### src/rtl/yn_capture.sv
// yn_capture: output-side capture buffer for the PDA FIR datapath.
//
// Samples Yn on each sample_en strobe once armed. It discards the first SKIP
// strobes and then stores DEPTH samples into an internal buffer. While it
// stores, it keeps the signed maximum and minimum of the stored samples. The
// buffer can be read back through a two-edge-latency read port while idle or
// done.
//
// Ports:
//   clk        rising-edge system clock
//   Rst        synchronous active-high reset
//   Yn         signed filter output sample
//   sample_en  one-cycle strobe qualifying Yn
//   arm        one-cycle request to start a new record (IDLE/DONE only)
//   busy       high while skipping or capturing
//   done       high once a full record is stored, until next arm/reset
//   cap_count  samples stored in the current record (saturates at DEPTH)
//   peak_max   signed maximum of stored samples
//   peak_min   signed minimum of stored samples
//   rd_en      read request (honoured in IDLE/DONE only)
//   rd_addr    read address; addresses >= DEPTH read as zero
//   rd_data    read data
//   rd_valid   one-cycle pulse qualifying rd_data
module yn_capture #(
    parameter int unsigned DATA_W = 16,
    parameter int unsigned ADDR_W = 8,
    parameter int unsigned DEPTH  = 177,
    parameter int unsigned SKIP   = 2
) (
    input  logic              clk,
    input  logic              Rst,
    input  logic [DATA_W-1:0] Yn,
    input  logic              sample_en,
    input  logic              arm,
    output logic              busy,
    output logic              done,
    output logic [ADDR_W:0]   cap_count,
    output logic [DATA_W-1:0] peak_max,
    output logic [DATA_W-1:0] peak_min,
    input  logic              rd_en,
    input  logic [ADDR_W-1:0] rd_addr,
    output logic [DATA_W-1:0] rd_data,
    output logic              rd_valid
);

    typedef enum logic [1:0] {StIdle, StSkip, StCapture, StDone} state_e;

    localparam int unsigned CNT_W  = ADDR_W + 1;
    localparam int unsigned SKIP_W = (SKIP > 1) ? $clog2(SKIP) : 1;

    localparam logic [CNT_W-1:0]  LastIdx   = CNT_W'(DEPTH - 1);
    localparam logic [CNT_W-1:0]  DepthC    = CNT_W'(DEPTH);
    localparam logic [SKIP_W-1:0] SkipLast  = SKIP_W'((SKIP > 0) ? SKIP - 1 : 0);
    localparam logic [DATA_W-1:0] MostNeg   = {1'b1, {(DATA_W-1){1'b0}}};
    localparam logic [DATA_W-1:0] MostPos   = ~MostNeg;
    localparam state_e            ArmTarget = (SKIP > 0) ? StSkip : StCapture;

    state_e              state_q, state_d;
    logic [CNT_W-1:0]    cap_count_q, cap_count_d;
    logic [SKIP_W-1:0]   skip_cnt_q, skip_cnt_d;
    logic [DATA_W-1:0]   peak_max_q, peak_max_d;
    logic [DATA_W-1:0]   peak_min_q, peak_min_d;
    logic                wr_en;

    logic [DATA_W-1:0]   mem_q [DEPTH];

    // Read pipeline: stage 1 captures the word at the request edge, stage 2 presents it.
    logic                rd_accept;
    logic                rd_in_range;
    logic                rd_pend_q;
    logic [DATA_W-1:0]   rd_stage_q;
    logic [DATA_W-1:0]   rd_data_q;
    logic                rd_valid_q;

    // ---------------------------------------------------------------------
    // Next-state logic
    // ---------------------------------------------------------------------
    always_comb begin
        state_d     = state_q;
        cap_count_d = cap_count_q;
        skip_cnt_d  = skip_cnt_q;
        peak_max_d  = peak_max_q;
        peak_min_d  = peak_min_q;
        wr_en       = 1'b0;

        unique case (state_q)
            StIdle, StDone: begin
                if (arm) begin
                    state_d     = ArmTarget;
                    cap_count_d = '0;
                    skip_cnt_d  = '0;
                    peak_max_d  = MostNeg;
                    peak_min_d  = MostPos;
                end
            end
            StSkip: begin
                if (sample_en) begin
                    skip_cnt_d = skip_cnt_q + SKIP_W'(1);
                    if (skip_cnt_q == SkipLast) begin
                        state_d = StCapture;
                    end
                end
            end
            StCapture: begin
                if (sample_en) begin
                    wr_en       = 1'b1;
                    cap_count_d = cap_count_q + CNT_W'(1);
                    // Strict compares: a sample equal to a peak leaves it untouched.
                    if ($signed(Yn) > $signed(peak_max_q)) begin
                        peak_max_d = Yn;
                    end
                    if ($signed(Yn) < $signed(peak_min_q)) begin
                        peak_min_d = Yn;
                    end
                    if (cap_count_q == LastIdx) begin
                        state_d = StDone;
                    end
                end
            end
            default: state_d = StIdle;
        endcase
    end

    always_ff @(posedge clk) begin
        if (Rst) begin
            state_q     <= StIdle;
            cap_count_q <= '0;
            skip_cnt_q  <= '0;
            peak_max_q  <= MostNeg;
            peak_min_q  <= MostPos;
        end else begin
            state_q     <= state_d;
            cap_count_q <= cap_count_d;
            skip_cnt_q  <= skip_cnt_d;
            peak_max_q  <= peak_max_d;
            peak_min_q  <= peak_min_d;
        end
    end

    // Buffer storage is intentionally not reset.
    always_ff @(posedge clk) begin
        if (wr_en) begin
            mem_q[cap_count_q[ADDR_W-1:0]] <= Yn;
        end
    end

    // ---------------------------------------------------------------------
    // Read port
    // ---------------------------------------------------------------------
    assign rd_accept   = rd_en && ((state_q == StIdle) || (state_q == StDone));
    assign rd_in_range = ({1'b0, rd_addr} < DepthC);

    // The word is taken at the request edge, so a same-cycle arm cannot
    // affect it: the earliest possible write lands on a later edge.
    always_ff @(posedge clk) begin
        if (Rst) begin
            rd_pend_q  <= 1'b0;
            rd_stage_q <= '0;
            rd_data_q  <= '0;
            rd_valid_q <= 1'b0;
        end else begin
            rd_pend_q  <= rd_accept;
            if (rd_accept) begin
                rd_stage_q <= rd_in_range ? mem_q[rd_addr] : '0;
            end
            rd_valid_q <= rd_pend_q;
            if (rd_pend_q) begin
                rd_data_q <= rd_stage_q;
            end
        end
    end

    // ---------------------------------------------------------------------
    // Outputs
    // ---------------------------------------------------------------------
    assign busy      = (state_q == StSkip) || (state_q == StCapture);
    assign done      = (state_q == StDone);
    assign cap_count = cap_count_q;
    assign peak_max  = peak_max_q;
    assign peak_min  = peak_min_q;
    assign rd_data   = rd_data_q;
    assign rd_valid  = rd_valid_q;

endmodule

### config.mk
export PLATFORM = sky130hd
export DESIGN_NAME = yn_capture
export DESIGN_NICKNAME = d
export VERILOG_FILES = /design/src/rtl/yn_capture.sv
export SDC_FILE = /design/constraint.sdc
export NUM_CORES = 2
export LEC_CHECK = 0
export CAP_MARGIN = 0
export CELL_PAD_IN_SITES_DETAIL_PLACEMENT = 1
export CELL_PAD_IN_SITES_GLOBAL_PLACEMENT = 2
export CORE_MARGIN = 2
export CORE_UTILIZATION = 50
export CTS_BUF_LIST = sky130_fd_sc_hd__clkbuf_16
export DETAILED_ROUTE_END_ITERATION = 7
export GPL_ROUTABILITY_DRIVEN = 0
export PLACE_DENSITY_LB_ADDON = 0.1
export SLEW_MARGIN = 15
export SYNTH_ARGS = -nofsm -noshare
export SYNTH_HDL_FRONTEND = slang
export SYNTH_SLANG_ARGS = --single-unit
### constraint.sdc
create_clock -name clk -period 4.7 [get_ports clk]
set_input_delay 0.94 -clock clk [delete_from_list [all_inputs] [get_ports clk]]
set_output_delay 0.94 -clock clk [all_outputs]
set_load 0.02 [all_outputs]
# Word level (Yosys, flattened, before mapping)

Memories as Yosys holds them, arrays and structs flattened.
Index checks and enable logic that the tools add are counted.

Add/subtract/negate cells: 2
Order comparisons: 3
Eq/ne operators: 11
Multiplexer cells: 25
Reduce and logical (&&, ||, !) cells: 12

Operators with widths:

| kind                  | number |
|---|---|
| $mux W16              | 7 |
| $pmux W16 S2          | 2 |
| $mux W9               | 2 |
| $pmux W9 S2           | 1 |
| $gt A16 B16 Y1        | 1 |
| $lt A16 B16 Y1        | 1 |
| $ne A2 B2 Y1 const B  | 7 |
| $mux W2               | 5 |
| $add A9 B1 Y9 const B | 1 |
| $eq A9 B8 Y1 const B  | 1 |
| $lt A8 B8 Y1 const B  | 1 |
| $reduce_and A4 Y1     | 2 |
| $mux W1               | 6 |
| $pmux W2 S3           | 1 |
| $reduce_and A3 Y1     | 2 |
| $reduce_and A5 Y1     | 1 |
| $eq A2 B2 Y1 const B  | 2 |
| $reduce_bool A2 Y1    | 2 |
| $eq A2 B1 Y1 const B  | 1 |
| $logic_not A2 Y1      | 1 |
| $logic_or A1 B1 Y1    | 2 |
| $pmux W1 S2           | 1 |
| $reduce_or A2 Y1      | 1 |
| $add A1 B1 Y1 const B | 1 |
| $logic_and A1 B1 Y1   | 1 |

Register bits after elaboration: 78
RAM bits: 2832
Input port bits: 29
Output and inout port bits: 60
Logic and storage cells: 63
Memories: 1

Memory list:

| memory | depth | bits a word | rd ports | clocked after memory_dff | wr ports | RTL line | RTL |
|---|---|---|---|---|---|---|---|
| mem_q  | 177   | 16          | 1        | 0                        | 1        | 65       | `logic [DATA_W-1:0] mem_q [DEPTH];` |

# Longest topological paths before layout

Depth in word-level cells: 4
Gate-level depth with buffers: 14

# Worst setup path after synthesis

OpenSTA, ideal clock, no wires.

Path kind: in2reg
From: input sample_en
To: memory mem_q[127][0] (enable)
Library setup time: 388 ps
Arrival time: 2798 ps
Required time: 4312 ps
Setup slack: 1513 ps
Stages on the path: 6
Path buffers: 2
Path through: clkbuf_1 > nand2_1 > nor3b_1 > nand3_1 > clkbuf_1 > nor2_1

Cells in the longest elaborated chain, start to end: 4

Ends and longest elaborated chain:

| what                          | RTL line | RTL |
|---|---|---|
| start: declaration            | 33       | `input logic sample_en,` |
| $mux W1                       | 105      | `if (sample_en) begin` |
| $mux W1                       | 86       | `unique case (state_q)` |
| $mux W1                       | 142      | `if (wr_en) begin` |
| $mux W1 (not written as such) | 143      | `mem_q[cap_count_q[ADDR_W-1:0]] <= Yn;` |
| end: declaration              | 65       |  |

Every way passes these cells.

# Worst setup path after layout

From: input rd_addr[0]
To: register rd_stage_q[6]

Cells in the longest elaborated chain, start to end: 2
Elaborated cells on any way between the ends: 3

Ends and longest elaborated chain:

| what                                             | RTL line | RTL |
|---|---|---|
| start: declaration                               | 41       | `input logic [ADDR_W-1:0] rd_addr,` |
| $mem_v2 Z177 W16 or $lt A8 B8 Y1 (tied branches) | --       |  |
| $mux W16 *                                       | 164      | `rd_stage_q <= rd_in_range ? mem_q[rd_addr] : '0;` |
| end signal: assignment                           | 164      |  |
| end: declaration                                 | 71       | `logic [DATA_W-1:0] rd_stage_q;` |

Every way passes the cells marked *; elsewhere a longest branch is shown, timed or not.
A chain may end at the register's enable or synchronous reset.

==> metrics.md <==
| Metric | Value |
|---|---|
| Hpwl dp | `223000 um` |
| DRT iter0 DRCs | `7614` |
| Hold WS | `0.297 ns` |
| Ys flop type | `edfxtp_1` |
| Worst EP arrival | `4.63 ns` |
| Tcrit/Tclk final | `81.6%` |
| Post-DR vias/cell | `6.48` |
| Cell mode on critical path | `buf_4` |
| Crit path max-delay cell type | `a2111oi_0` |
| Post_cts resized | `0` |
| Post-synthesis compound-gate area fraction | `3.89%` |
| Pwr Density | `426 nW/um2` |
| Number of setup buffers added after CTS | `0` |
| Drt wl/cell | `37.7 um` |
| Simple-gate share of the synthesized area | `2.44%` |
| Seq cells post-synth | `2910` |
| CP Class | `input port to flip-flop` |
| Largest stage delay, worst path | `1.12 ns` |
| Largest family of logic cells by synthesized area | `multiplexers` |
| Final nets | `6207` |
| Adder-Cell Fraction of Synth Area | `0.421%` |
| GR Util All Layers | `30.9%` |
| Fill cell count | `19200` |
| Die Y | `479 um` |
| Chip width | `479 um` |
| Crit path time final | `3.83 ns` |
| Die footprint | `230000 um2` |
| Drt pass-1 iters | `6` |
| Post-synthesis mux area share | `14.7%` |
| Number of enable flip-flop cells after synthesis | `2832` |
| Post-Synth XOR/XNOR Area | `0.0543%` |
| CP Capture Type | `flip-flop` |
| Max Slew Vio Count | `0` |
| Status | `finished clean` |
| Remaining DRCs | `0` |
| Setup total negative slack | `0 ns` |
| CTS tree | `yes` |
| Layout cells sized above 1 | `25.3%` |
| Gate Count Post-Synth | `5520` |
| I/O pins | `89` |
| Final setup violation count | `0` |
| Global-route wire length before repair | `494000 um` |
| Largest net degree at the start of global routing | `178` |
| Row count | `174` |
| Number of CTS-inserted buffers | `315` |
| Proportion of synthesized chip area in sequential cells | `76.7%` |
| Startpoint Class | `input port` |
| Post-DRT Antenna Nets | `0` |
| CP delay by family, top | `compound AO/OA/AOI/OAI gates` |
| Hold Fails Final Rpt | `0` |
| Cell breakdown of the critical path | `buf_16 > buf_12 > buf_4 > mux4_2 > mux2i_1 > nor3_1 > a2111oi_0 > buf_4 > o311ai_1 > nand2_1 > nor4_1` |
| Max_cap viols | `0` |
| Post-Syn Nets | `5587` |
| Port bufs | `88` |
| Buf/Inv on CP | `4` |
| Synth warn | `0` |
| Total grt overflow | `0` |
| Htree depth | `5` |
| Worst Path Required | `5.50 ns` |
| Clock Sinks | `2910` |
| Cell Area, Synth | `113000 um2` |
| Cts hold-fix bufs | `0` |
| Vias in the first global route | `61500` |
| CP Max Fanout | `49` |
| Tightest Pin Transition | `1.31 ns` |
| Detailed Route WL | `353000 um` |
| Initial antenna violation count | `20` |
| Fraction of registers with async set/reset | `0%` |
| Mean Syn Cell Area | `20.5 um2` |
| Max Buffers Root-to-Sink | `4` |
| Vias | `60700` |
| Lkg Pwr | `42.5 nW` |
| Register clock-pin slew on the reported worst setup and hold paths | `0.06 ns` |
| VDD IR max | `0.000464 V` |
| Clk_lat worst skew | `0.94 ns` |
| Highest clock rate | `261 MHz` |
| Clk_skew | `0.0789 ns` |
| Initial Util | `50.3%` |
| CTS root buf | `clkbuf_16` |
| Hold Crit Class | `input port to flip-flop` |
| RSZ-0062 raised after global routing | `no` |
| Relative slew slack | `10.6%` |
| Core area | `225000 um2` |
| Area delta synth->final | `15.1%` |
| Distinct cell type count after synthesis | `76` |
[through the flow]
stage,instance area [um2],util (%),setup WS (ns),instances,power (mW)
detailed placement,121000,53.7,0.0793,8815,32.9
finish,130000,57.9,0.867,9362,55.4
global placement,121000,53.7,-0.180,8814,32.8
floorplan,113000,-,1.51,5520,30.9
CTS,130000,57.9,0.948,9354,55.7
global route,130000,57.9,0.892,9355,56.7
[report_power, final]
group	internal (mW)	total [mW]	switching [mW]	leakage [nW]
sequential	28.5	28.7	0.138	26.1
combinational	1.21	3.65	2.44	11.6
clock	13.2	23.0	9.85	4.91
[worst reg2reg max path: cells and delay by family (launching register included)]
kind | cells | cell delay [ns]
AOI/OAI and AO/OA | 2 | 1.40
buffers and inverters | 3 | 0.64
and+or+nand+nor | 3 | 0.61
adders and majority gates | 1 | 0.46
DFF | 1 | 0.38
[cell usage after synthesis (all sizes together) (10+ instances only)]
cell     instances  area, um2
clkbuf         126        473
nand4           13       81.3
inv             46        173
a22oi           77        578
nor3            37        185
o221ai          52        455
or3             10       62.6
a211oi          42        315
edfxtp        2832      85000
a21oi          113        566
o32a            15        150
a221oi          49        429
mux2            11        124
o21ai           70        350
nor2b           21        131
a2111oi         20        183
o22ai           70        438
dfxtp           78       1560
mux4           570      12800
nand2          159        597
a31oi           16        100
and2            12       75.1
nor2           289       1080
ha              38        475
mux2i          359       3590
a22o            23        201
nand3           50        250
buf            198       1450
[area by class of cell]
class | count | area (um2) | share of cell area, %
Tap cell | 2992 | 3740 | 2.88
Sequential cell | 2910 | 86600 | 66.6
Inverter | 47 | 184 | 0.141
Timing Repair Buffer | 627 | 5620 | 4.32
Antenna cell | 8 | 20.0 | 0.0154
Clock buffer | 318 | 7960 | 6.12
Multi-Input combinational cell | 2239 | 24400 | 18.8
Clock inverter | 221 | 1440 | 1.11
[metal layers]
layer | global-route usage (%) | wire length (um) | up-vias
met1 | 43.9 | 142000 | 33000
li1 | - | - | 24200
met3 | 5.40 | 29300 | 593
met4 | 10.0 | 13200 | 8
met2 | 49.2 | 169000 | 2869
met5 | 0 | 59 | -
[cell families (layout without fill, tap and decap cells)]
group                    count (synthesis)  in the layout
multiplexers                           940            940
flip-flops                            2910           2910
AO/OA/AOI/OAI                          622            622
AND/OR/NAND/NOR                        632            632
XOR/XNOR                                 7              7
adder cells (fa/ha/maj)                 38             38
buffers and inverters                  371           1213
other                                    0              8
[flip-flops by register name, indices dropped and copies added, names as in the netlist]
signal      count
mem_q        2832
rd_valid        1
rd_pend_q       1
skip_cnt_q      1
rd_data        16
rd_stage_q     16
peak_min       16
peak_max       16
state_q         2
cap_count       9
[path summary, 6_finish.rpt]
path,slack (ns),cells after the start,startpoint,endpoint
worst max-delay path,0.87,11,rd_addr[0],rd_stage_q[6]$_SDFFE_PP0P_
worst min-delay path,0.30,2,Yn[14],peak_max[14]$_SDFFE_PP0P_
worst max register to register,1.12,9,state_q[0]$_SDFFE_PP0P_,rd_stage_q[6]$_SDFFE_PP0P_
worst min register to register,0.47,2,rd_stage_q[12]$_SDFFE_PP0P_,rd_stage_q[12]$_SDFFE_PP0P_
[cell usage in the layout, fill, tap and decap left out, types with 73 or more instances in the layout]
master,Yosys,final
a21oi_1,113,113
clkinv_1,1,73
edfxtp_1,2832,2832
mux2i_1,359,359
inv_1,45,121
dfxtp_1,78,78
clkbuf_16,0,318
a22oi_1,77,77
nor2_1,289,233
mux4_2,570,570
nand2_1,159,159
buf_4,46,488
(Power assumes the default switching activity.)
